## config.mk

```make
export PLATFORM = sky130hd
export DESIGN_NAME = led_frame_sequencer
export DESIGN_NICKNAME = d
export VERILOG_FILES = /design/src/rtl/led_pkg.sv /design/src/rtl/led_latch_timer.sv /design/src/rtl/led_frame_sequencer.sv
export SDC_FILE = /design/constraint.sdc
export NUM_CORES = 1
export LEC_CHECK = 0
export CAP_MARGIN = 20
export CORE_MARGIN = 1
export CORE_UTILIZATION = 49
export CTS_BUF_LIST = sky130_fd_sc_hd__clkbuf_4
export DETAILED_ROUTE_END_ITERATION = 7
export HOLD_SLACK_MARGIN = 0.03
export PLACE_DENSITY = 0.91
export SYNTH_ARGS = -nofsm -noshare
export SYNTH_HDL_FRONTEND = slang
export SYNTH_HIERARCHICAL = 1
export SYNTH_SLANG_ARGS = --single-unit
export TNS_END_PERCENT = 30
```

## constraint.sdc

```tcl
create_clock -name clk -period 1.95 [get_ports clk]
set_input_delay 0.4875 -clock clk [delete_from_list [all_inputs] [get_ports clk]]
set_output_delay 0.4875 -clock clk [all_outputs]
set_load 0.005 [all_outputs]
```

## src/rtl/led_pkg.sv

```systemverilog
// Shared types and helpers for the LED frame sequencer.
//   seq_state_t : sequencer FSM states
//   PIX_W       : pixel word width (24-bit RGB / GRB)
//   rgb_to_grb  : reorders a buffer pixel {R,G,B} into the strip's {G,R,B}
//   scale8      : per-channel brightness scale, used when LED_BRIGHTNESS_EN is defined
package led_pkg;

  localparam int PIX_W = 24;

  typedef enum logic [2:0] {
    S_IDLE,
    S_FETCH,
    S_WAIT_RD,
    S_LOAD,
    S_SEND,
    S_LATCH,
    S_DONE
  } seq_state_t;

  function automatic logic [PIX_W-1:0] rgb_to_grb(input logic [PIX_W-1:0] rgb);
    return {rgb[15:8], rgb[23:16], rgb[7:0]};
  endfunction

  // (c * (b + 1)) >> 8 on a 16-bit product: b=255 passes c through, b=0 gives 0.
  function automatic logic [7:0] scale8(input logic [7:0] c, input logic [7:0] b);
    logic [15:0] p;
    p = {8'd0, c} * ({8'd0, b} + 16'd1);
    return p[15:8];
  endfunction

endpackage

```

## src/rtl/led_latch_timer.sv

```systemverilog
// Latch-gap timer for the frame sequencer.
//   clk, rst : clock, async active-high reset
//   en       : high for the whole LATCH state
//   expired  : high in the RESET_CYCLES-th consecutive cycle of en
// The counter is preloaded while idle so the gap is exact from the first
// enabled cycle; RESET_CYCLES must be >= 1.
module led_latch_timer #(
  parameter int RESET_CYCLES = 2880
) (
  input  logic clk,
  input  logic rst,
  input  logic en,
  output logic expired
);

  localparam int CW = (RESET_CYCLES > 1) ? $clog2(RESET_CYCLES) : 1;
  localparam logic [CW-1:0] INIT = CW'(RESET_CYCLES - 1);

  logic [CW-1:0] cnt;

  always_ff @(posedge clk or posedge rst) begin
    if (rst)              cnt <= INIT;
    else if (!en)         cnt <= INIT;
    else if (cnt != '0)   cnt <= cnt - 1'b1;
  end

  assign expired = en && (cnt == '0);

endmodule

```

## src/rtl/led_frame_sequencer.sv

```systemverilog
// Sequences one frame of pixels from the pixel buffer into a WS2812 bit-serial
// driver, then holds the line idle for the latch gap.
// Ports:
//   clk, rst    : clock, async active-high reset
//   start       : 1-cycle frame request, taken only in IDLE
//   busy        : high from the cycle after start is taken through DONE
//   frame_done  : 1-cycle pulse at the end of the latch gap
//   pix_addr    : pixel buffer read address (buffer has 1-cycle read latency)
//   pix_data    : {R,G,B} from the buffer
//   drv_rgb     : {G,R,B} word for the driver, held from drv_load until drv_done
//   drv_load    : 1-cycle load strobe to the driver
//   drv_done    : driver finished the current word (only observed in SEND)
//   brightness  : global scale, present only with LED_BRIGHTNESS_EN defined
// Build option: LED_BRIGHTNESS_EN adds the brightness port and per-channel scaling.
module led_frame_sequencer
  import led_pkg::*;
#(
  parameter int NUM_LEDS     = 60,
  parameter int RESET_CYCLES = 2880,
  parameter int AW           = (NUM_LEDS > 1) ? $clog2(NUM_LEDS) : 1
) (
  input  logic             clk,
  input  logic             rst,
  input  logic             start,
  output logic             busy,
  output logic             frame_done,
  output logic [AW-1:0]    pix_addr,
  input  logic [PIX_W-1:0] pix_data,
  output logic [PIX_W-1:0] drv_rgb,
  output logic             drv_load,
  input  logic             drv_done
`ifdef LED_BRIGHTNESS_EN
  ,
  input  logic [7:0]       brightness
`endif
);

  localparam logic [AW-1:0] LAST = AW'(NUM_LEDS - 1);

  seq_state_t      state, state_nxt;
  logic [AW-1:0]   idx;
  logic            latch_expired;
  logic [PIX_W-1:0] pix_scaled;

  // State register
  always_ff @(posedge clk or posedge rst) begin
    if (rst) state <= S_IDLE;
    else     state <= state_nxt;
  end

  // Next-state logic
  always_comb begin
    state_nxt = state;
    case (state)
      S_IDLE:    if (start) state_nxt = S_FETCH;
      S_FETCH:   state_nxt = S_WAIT_RD;
      S_WAIT_RD: state_nxt = S_LOAD;
      S_LOAD:    state_nxt = S_SEND;
      S_SEND:    if (drv_done) state_nxt = (idx == LAST) ? S_LATCH : S_FETCH;
      S_LATCH:   if (latch_expired) state_nxt = S_DONE;
      S_DONE:    state_nxt = S_IDLE;
      default:   state_nxt = S_IDLE;
    endcase
  end

  // Outputs decoded from state
  always_comb begin
    busy       = (state != S_IDLE);
    drv_load   = (state == S_LOAD);
    frame_done = (state == S_DONE);
  end

  // The address register changes on entry to FETCH, so the buffer word is
  // valid during WAIT_RD and is captured at the end of it.
  always_ff @(posedge clk or posedge rst) begin
    if (rst) begin
      idx     <= '0;
      drv_rgb <= '0;
    end else begin
      if (state == S_IDLE && start)
        idx <= '0;
      else if (state == S_SEND && drv_done && idx != LAST)
        idx <= idx + 1'b1;
      if (state == S_WAIT_RD)
        drv_rgb <= rgb_to_grb(pix_scaled);
    end
  end

  assign pix_addr = idx;

`ifdef LED_BRIGHTNESS_EN
  always_comb begin
    pix_scaled = {scale8(pix_data[23:16], brightness),
                  scale8(pix_data[15:8],  brightness),
                  scale8(pix_data[7:0],   brightness)};
  end
`else
  always_comb begin
    pix_scaled = pix_data;
  end
`endif

  led_latch_timer #(
    .RESET_CYCLES(RESET_CYCLES)
  ) u_latch (
    .clk    (clk),
    .rst    (rst),
    .en     (state == S_LATCH),
    .expired(latch_expired)
  );

endmodule

```

== After elaboration in Yosys (flattened, before gate mapping) ==
Index checks and enable logic that the tools add are counted.

* Register bits after elaboration: 45
* Input port bits: 28
* Output and inout port bits: 33
* Logic and storage cells: 37

* $add $sub $neg: 2
* Equal/unequal tests: 12
* Muxes and demuxes: 9
* Reduce and logical (&&, ||, !) cells: 10

{| class="wikitable"
|+ Operators with widths
! kind !! number
|-
| 12-bit 2-to-1 mux || 2
|-
| 3-bit one-hot mux with 6 select lines || 1
|-
| 12-bit logical NOT || 1
|-
| 3-bit 2-to-1 mux || 4
|-
| 6-bit 2-to-1 mux || 2
|-
| 12-bit nonzero test || 1
|-
| 12-bit by 1-bit subtractor with 12-bit output, second input constant || 1
|-
| 3-bit equality test, second input constant || 3
|-
| 2-bit inequality test, second input constant || 4
|-
| 6-bit by 1-bit adder with 6-bit output, second input constant || 1
|-
| 3-bit by 2-bit equality test with 1-bit output, second input constant || 2
|-
| 6-bit equality test, second input constant || 1
|-
| 6-bit inequality test, second input constant || 1
|-
| 1-bit logical AND || 4
|-
| 3-bit by 1-bit equality test with 1-bit output, second input constant || 1
|-
| 3-bit logical NOT || 1
|-
| 3-bit AND reduction || 1
|-
| 3-bit nonzero test || 1
|-
| 2-bit nonzero test || 1
|}

== Longest topological paths before layout ==
* Depth after elaboration: 5
* Gate-level depth with buffers: 8
* Gate-level depth less buffers: 7

== By module ==
Netlist, hierarchy kept.

{| class="wikitable"
|+ By module, submodules not included
! module !! instances !! cells each !! area each (um^2) !! sequential area each (um^2)
|-
| led_frame_sequencer || 1 || 107 || 1430.1 || 825.8
|-
| led_latch_timer || 1 || 71 || 748.2 || 311.5
|}

== Worst setup path after synthesis ==
Ideal clock, no wire load.

* Path kind: register to register
* Start: register u_latch.cnt[0]
* End: register u_latch.cnt[6]
* Library setup time: 119 ps
* Data arrival time: 1541 ps
* Data required time: 1831 ps
* Setup slack: 291 ps
* Stages on the path, launching flop included: 7
* Path buffers: 0
* Period minus slack after synthesis: 1659 ps
* Cells stage by stage: dfstp_2 > inv_1 > ha_1 > or3b_2 > a311oi_1 > xnor2_1 > nor2_1

* Cells in the longest elaborated chain, start to end: 3
* Elaborated cells between the ends (all ways): 5
* Those cells by class: add/sub: 1; eq/ne: 1; mux: 2; reduce/logical: 1

{| class="wikitable"
|+ Ends and longest elaborated chain
! what !! line !! RTL
|-
| from (decl) || led_latch_timer.sv:19 || <nowiki>logic [CW-1:0] cnt;</nowiki>
|-
| from (signal assigned) || led_latch_timer.sv:24 || <nowiki>else if (cnt != '0) cnt <= cnt - 1'b1;</nowiki>
|-
| 12-bit by 1-bit subtractor with 12-bit output || led_latch_timer.sv:24 ||
|-
| 12-bit 2-to-1 mux || led_latch_timer.sv:24 ||
|-
| 12-bit 2-to-1 mux || led_latch_timer.sv:23 || <nowiki>else if (!en) cnt <= INIT;</nowiki>
|}

Parallel ways exist; a longest one is shown, timed or not. The select of a mux whose other input is x is not followed.
A chain may end at the register's enable or synchronous reset.

== Worst setup path in the final report ==
* Start: register state[0]
* End: output port busy

* Cells in the longest elaborated chain, start to end: 1

{| class="wikitable"
|+ Ends and longest elaborated chain
! what !! line !! RTL
|-
| from (decl) || led_frame_sequencer.sv:40 || <nowiki>seq_state_t state, state_nxt;</nowiki>
|-
| from (signal assigned) || led_frame_sequencer.sv:48 || <nowiki>else state <= state_nxt;</nowiki>
|-
| 3-bit nonzero test || led_frame_sequencer.sv:68 || <nowiki>busy = (state != S_IDLE);</nowiki>
|-
| to (decl) || led_frame_sequencer.sv:25 || <nowiki>output logic busy,</nowiki>
|}

Every way passes these cells.

==> flow_metrics.py <==
metrics = {
    "detailed_routing": {
        "final_antenna_net_count": 0,
        "route.detailed.drc": 0,
        "vias": 1644,
        "wl_per_cell_um": 15.1,
        "firstDrtPassIters": 4,
        "vias_per_cell": 5.48,
        "wl_um": 4530,
        "drt_iter0_markers": 57,
    },
    "placement": {
        "place.gp.congestion": 0.819,
        "io_buffers": 60,
        "dpl_worst_slack_ns": 0.00507,
        "hpwl_um": 3350,
    },
    "yosys": {
        "synthAdderAreaFrac_pct": 1.72,
        "synth-xor-area-share_pct": 2.01,
        "synth_seq_area_share_pct": 52.2,
        "synth_flop_cell": "dfrtp_1",
        "synth_top_family_by_area": "simple AND/OR/NAND/NOR gates",
        "ys.warnings.count": 6,
        "synthMuxAreaShare_pct": 14.5,
        "yosys.area_share.simple_pct": 18.2,
        "syn-num-nets": 209,
        "synth_edf_count": 0,
        "synth_cells": 178,
        "yosys_register_bits": 45,
        "synth_compound_area_share_pct": 7.58,
        "avgSynthCellArea_um2": 12.2,
        "async_reset_ff_share_pct": 100,
        "ys_types": 49,
        "syn_area_mm2": 0.00218,
    },
    "floorplanning": {
        "die_h_um": 68.7,
        "ios": 61,
        "core_area_mm2": 0.00414,
        "start_util_pct": 52.6,
        "design.die.area_mm2": 0.00472,
        "die_w_um": 68.7,
        "rows": 23,
    },
    "grt": {
        "antenna_found_initial": 0,
        "first_global_vias": 1677,
        "grt_max_degree": 25,
        "grt_use_total_pct": 21.1,
        "grt_overflow": 0,
        "grt_pass1_wl_um": 7300,
    },
    "power": {
        "peakVddDrop_mv": 0.800,
        "power.total_w": 0.00349,
        "leakage_nw": 1.22,
        "power_density_mw_per_mm2": 1180,
    },
    "sta": {
        "fin_setup_tns_ns": 0,
        "finalCritPeriodShare_pct": 95.4,
        "slew_viol_final": 0,
        "rsz0062_at_grt": "false",
        "worstMarginPinSlew_ns": 0.505,
        "setup_ws_ns": 0.0897,
        "skew_ns": 0.00950,
        "hold_viol_final": 0,
        "finalSetupViolations": 0,
        "relSlewSlack_pct": 66.2,
        "whs_ns": 0.468,
        "fmax_mhz": 538,
        "min_period_ns": 1.86,
    },
    "setup_path": {
        "crit_path_end": "busy",
        "r2r_slack_ns": 0.12,
        "slowest_delay_ns": 0.48,
        "r2r_cells": 6,
        "r2r_end": "u_latch/cnt[6]",
        "worstSetupStartpointType": "flop",
        "required_ns": 1.46,
        "cpMaxStageDelayCell": "dfrtp_2",
        "crit_start": "state[0]",
        "critPathCaptureType": "primary output",
        "worstPathMaxFanout": 8,
        "path_cells": "or3_4 -> clkdlybuf4s15_1",
        "path_class": "flop to primary output",
        "cp.arrival_ns": 1.37,
        "timing.rr.start": "u_latch/cnt[0]",
    },
    "cts": {
        "cts_tree": "built",
        "clock_path_buffers": 2,
        "h-tree-depth": 2,
        "clkTransAtPathRegs_ns": 0.14,
        "cts_made_buffers": 5,
        "clock-sinks": 45,
        "worstSkewPairLatency_ns": 0.35,
        "root_buffer": "clkbuf_4",
    },
    "worst_hold_path": {
        "hold_path.class": "input port to async pin",
    },
    "finish": {
        "diodes": 0,
        "drive_gt1_share_pct": 26.4,
        "final_cell_mix": "57 x clkdlybuf4s50_1, 34 x dfrtp_1, 24 x mux2_2",
        "final_util_pct": 71.3,
        "final_common_cell": "clkdlybuf4s50_1",
        "nNetsFinal": 280,
        "area_growth_pct": 35.7,
        "n_fill_cell": 308,
    },
    "job": {
        "cap_violations": 0,
    },
    "outcome": {
        "status": "finished, final reports clean",
    },
}
==> cells in the mapped netlist (3+ instances only) <==
| cell type | n | area (um^2) |
|---|---|---|
| dfrtp_1 | 36 | 901 |
| mux2_2 | 24 | 270 |
| nand2_1 | 13 | 48.8 |
| nor2_1 | 11 | 41.3 |
| inv_1 | 10 | 37.5 |
| dfstp_2 | 9 | 236 |
| a21oi_1 | 6 | 30.0 |
| o21ai_0 | 5 | 25.0 |
| nand2b_1 | 4 | 25.0 |
| nand3_1 | 4 | 20.0 |
| or3_1 | 4 | 25.0 |
| xnor2_1 | 4 | 35.0 |
| ha_1 | 3 | 37.5 |
| mux2i_1 | 3 | 30.0 |
==> state kept, by name, indices dropped and copies added, names as in the netlist <==
signal,cells
u_latch/cnt,12
pix_addr,6
state,3
drv_rgb,24
==> area by class of cell <==
type | count | area [um^2] | share of cell area, %
timing repair buffer | 70 | 689 | 23.3
inverter | 10 | 37.5 | 1.27
tap | 50 | 62.6 | 2.12
clock inverter | 3 | 20.0 | 0.677
sequential | 45 | 1140 | 38.6
clock buffer | 5 | 37.5 | 1.27
multi-input combinational | 117 | 970 | 32.8
==> stage by stage <==
| step | instance area (um^2) | cells |
|---|---|---|
| after floorplan | 2180 | 178 |
| after global placement | 2870 | 289 |
| after detailed placement | 2870 | 289 |
| after CTS | 2940 | 299 |
| after global routing | 2960 | 300 |
| final | 2960 | 300 |
==> routing by layer <==
metal	GRT usage (%)	wire length (um)
met1	26.0	1950
met2	35.4	2240
met3	6.41	292
met4	6.51	51
met5	0	0
==> cell families (layout without fill, tap and decap cells) <==
| logic type | Yosys count | in the layout |
|---|---|---|
| and+or+nand+nor | 56 | 56 |
| DFF | 45 | 45 |
| muxes | 28 | 28 |
| AOI/OAI and AO/OA | 25 | 25 |
| buffers and inverters | 16 | 88 |
| xor gates and xnor gates | 5 | 5 |
| adders and majority gates | 3 | 3 |
==> power by group <==
group,switching (W),total (W),internal [W]
Clock,0.000300,0.000441,0.000141
Sequential,0.000198,0.00145,0.00125
Combinational,0.000534,0.00160,0.00106
Total,0.00103,0.00349,0.00246
==> what timing repair did <==
item | in CTS | in global routing
hold buffers | 0 | 0
setup buffers | 2 | 1
resized for setup | 7 | 2
setup endpoints to repair | 3 | 1
==> critical path, delay by kind of cell (launching register included) <==
kind	cells	cell delay (ns)
flops	1	0.48
simple gates	1	0.35
buf+inv	1	0.21
==> worst min path at each step <==
stage                           start               to  slack, ns  cells past startpoint
after global placement    drv_rgb[19]      drv_rgb[19]       0.49                      1
after detailed placement  drv_rgb[16]      drv_rgb[16]       0.50                      1
final                             rst   u_latch/cnt[6]       0.47                      2
after CTS                         rst   u_latch/cnt[6]       0.47                      2
after floorplan                   rst  u_latch/cnt[10]       0.35                      1
after global routing              rst      drv_rgb[18]       0.49                      3
(Power assumes the default switching activity.)
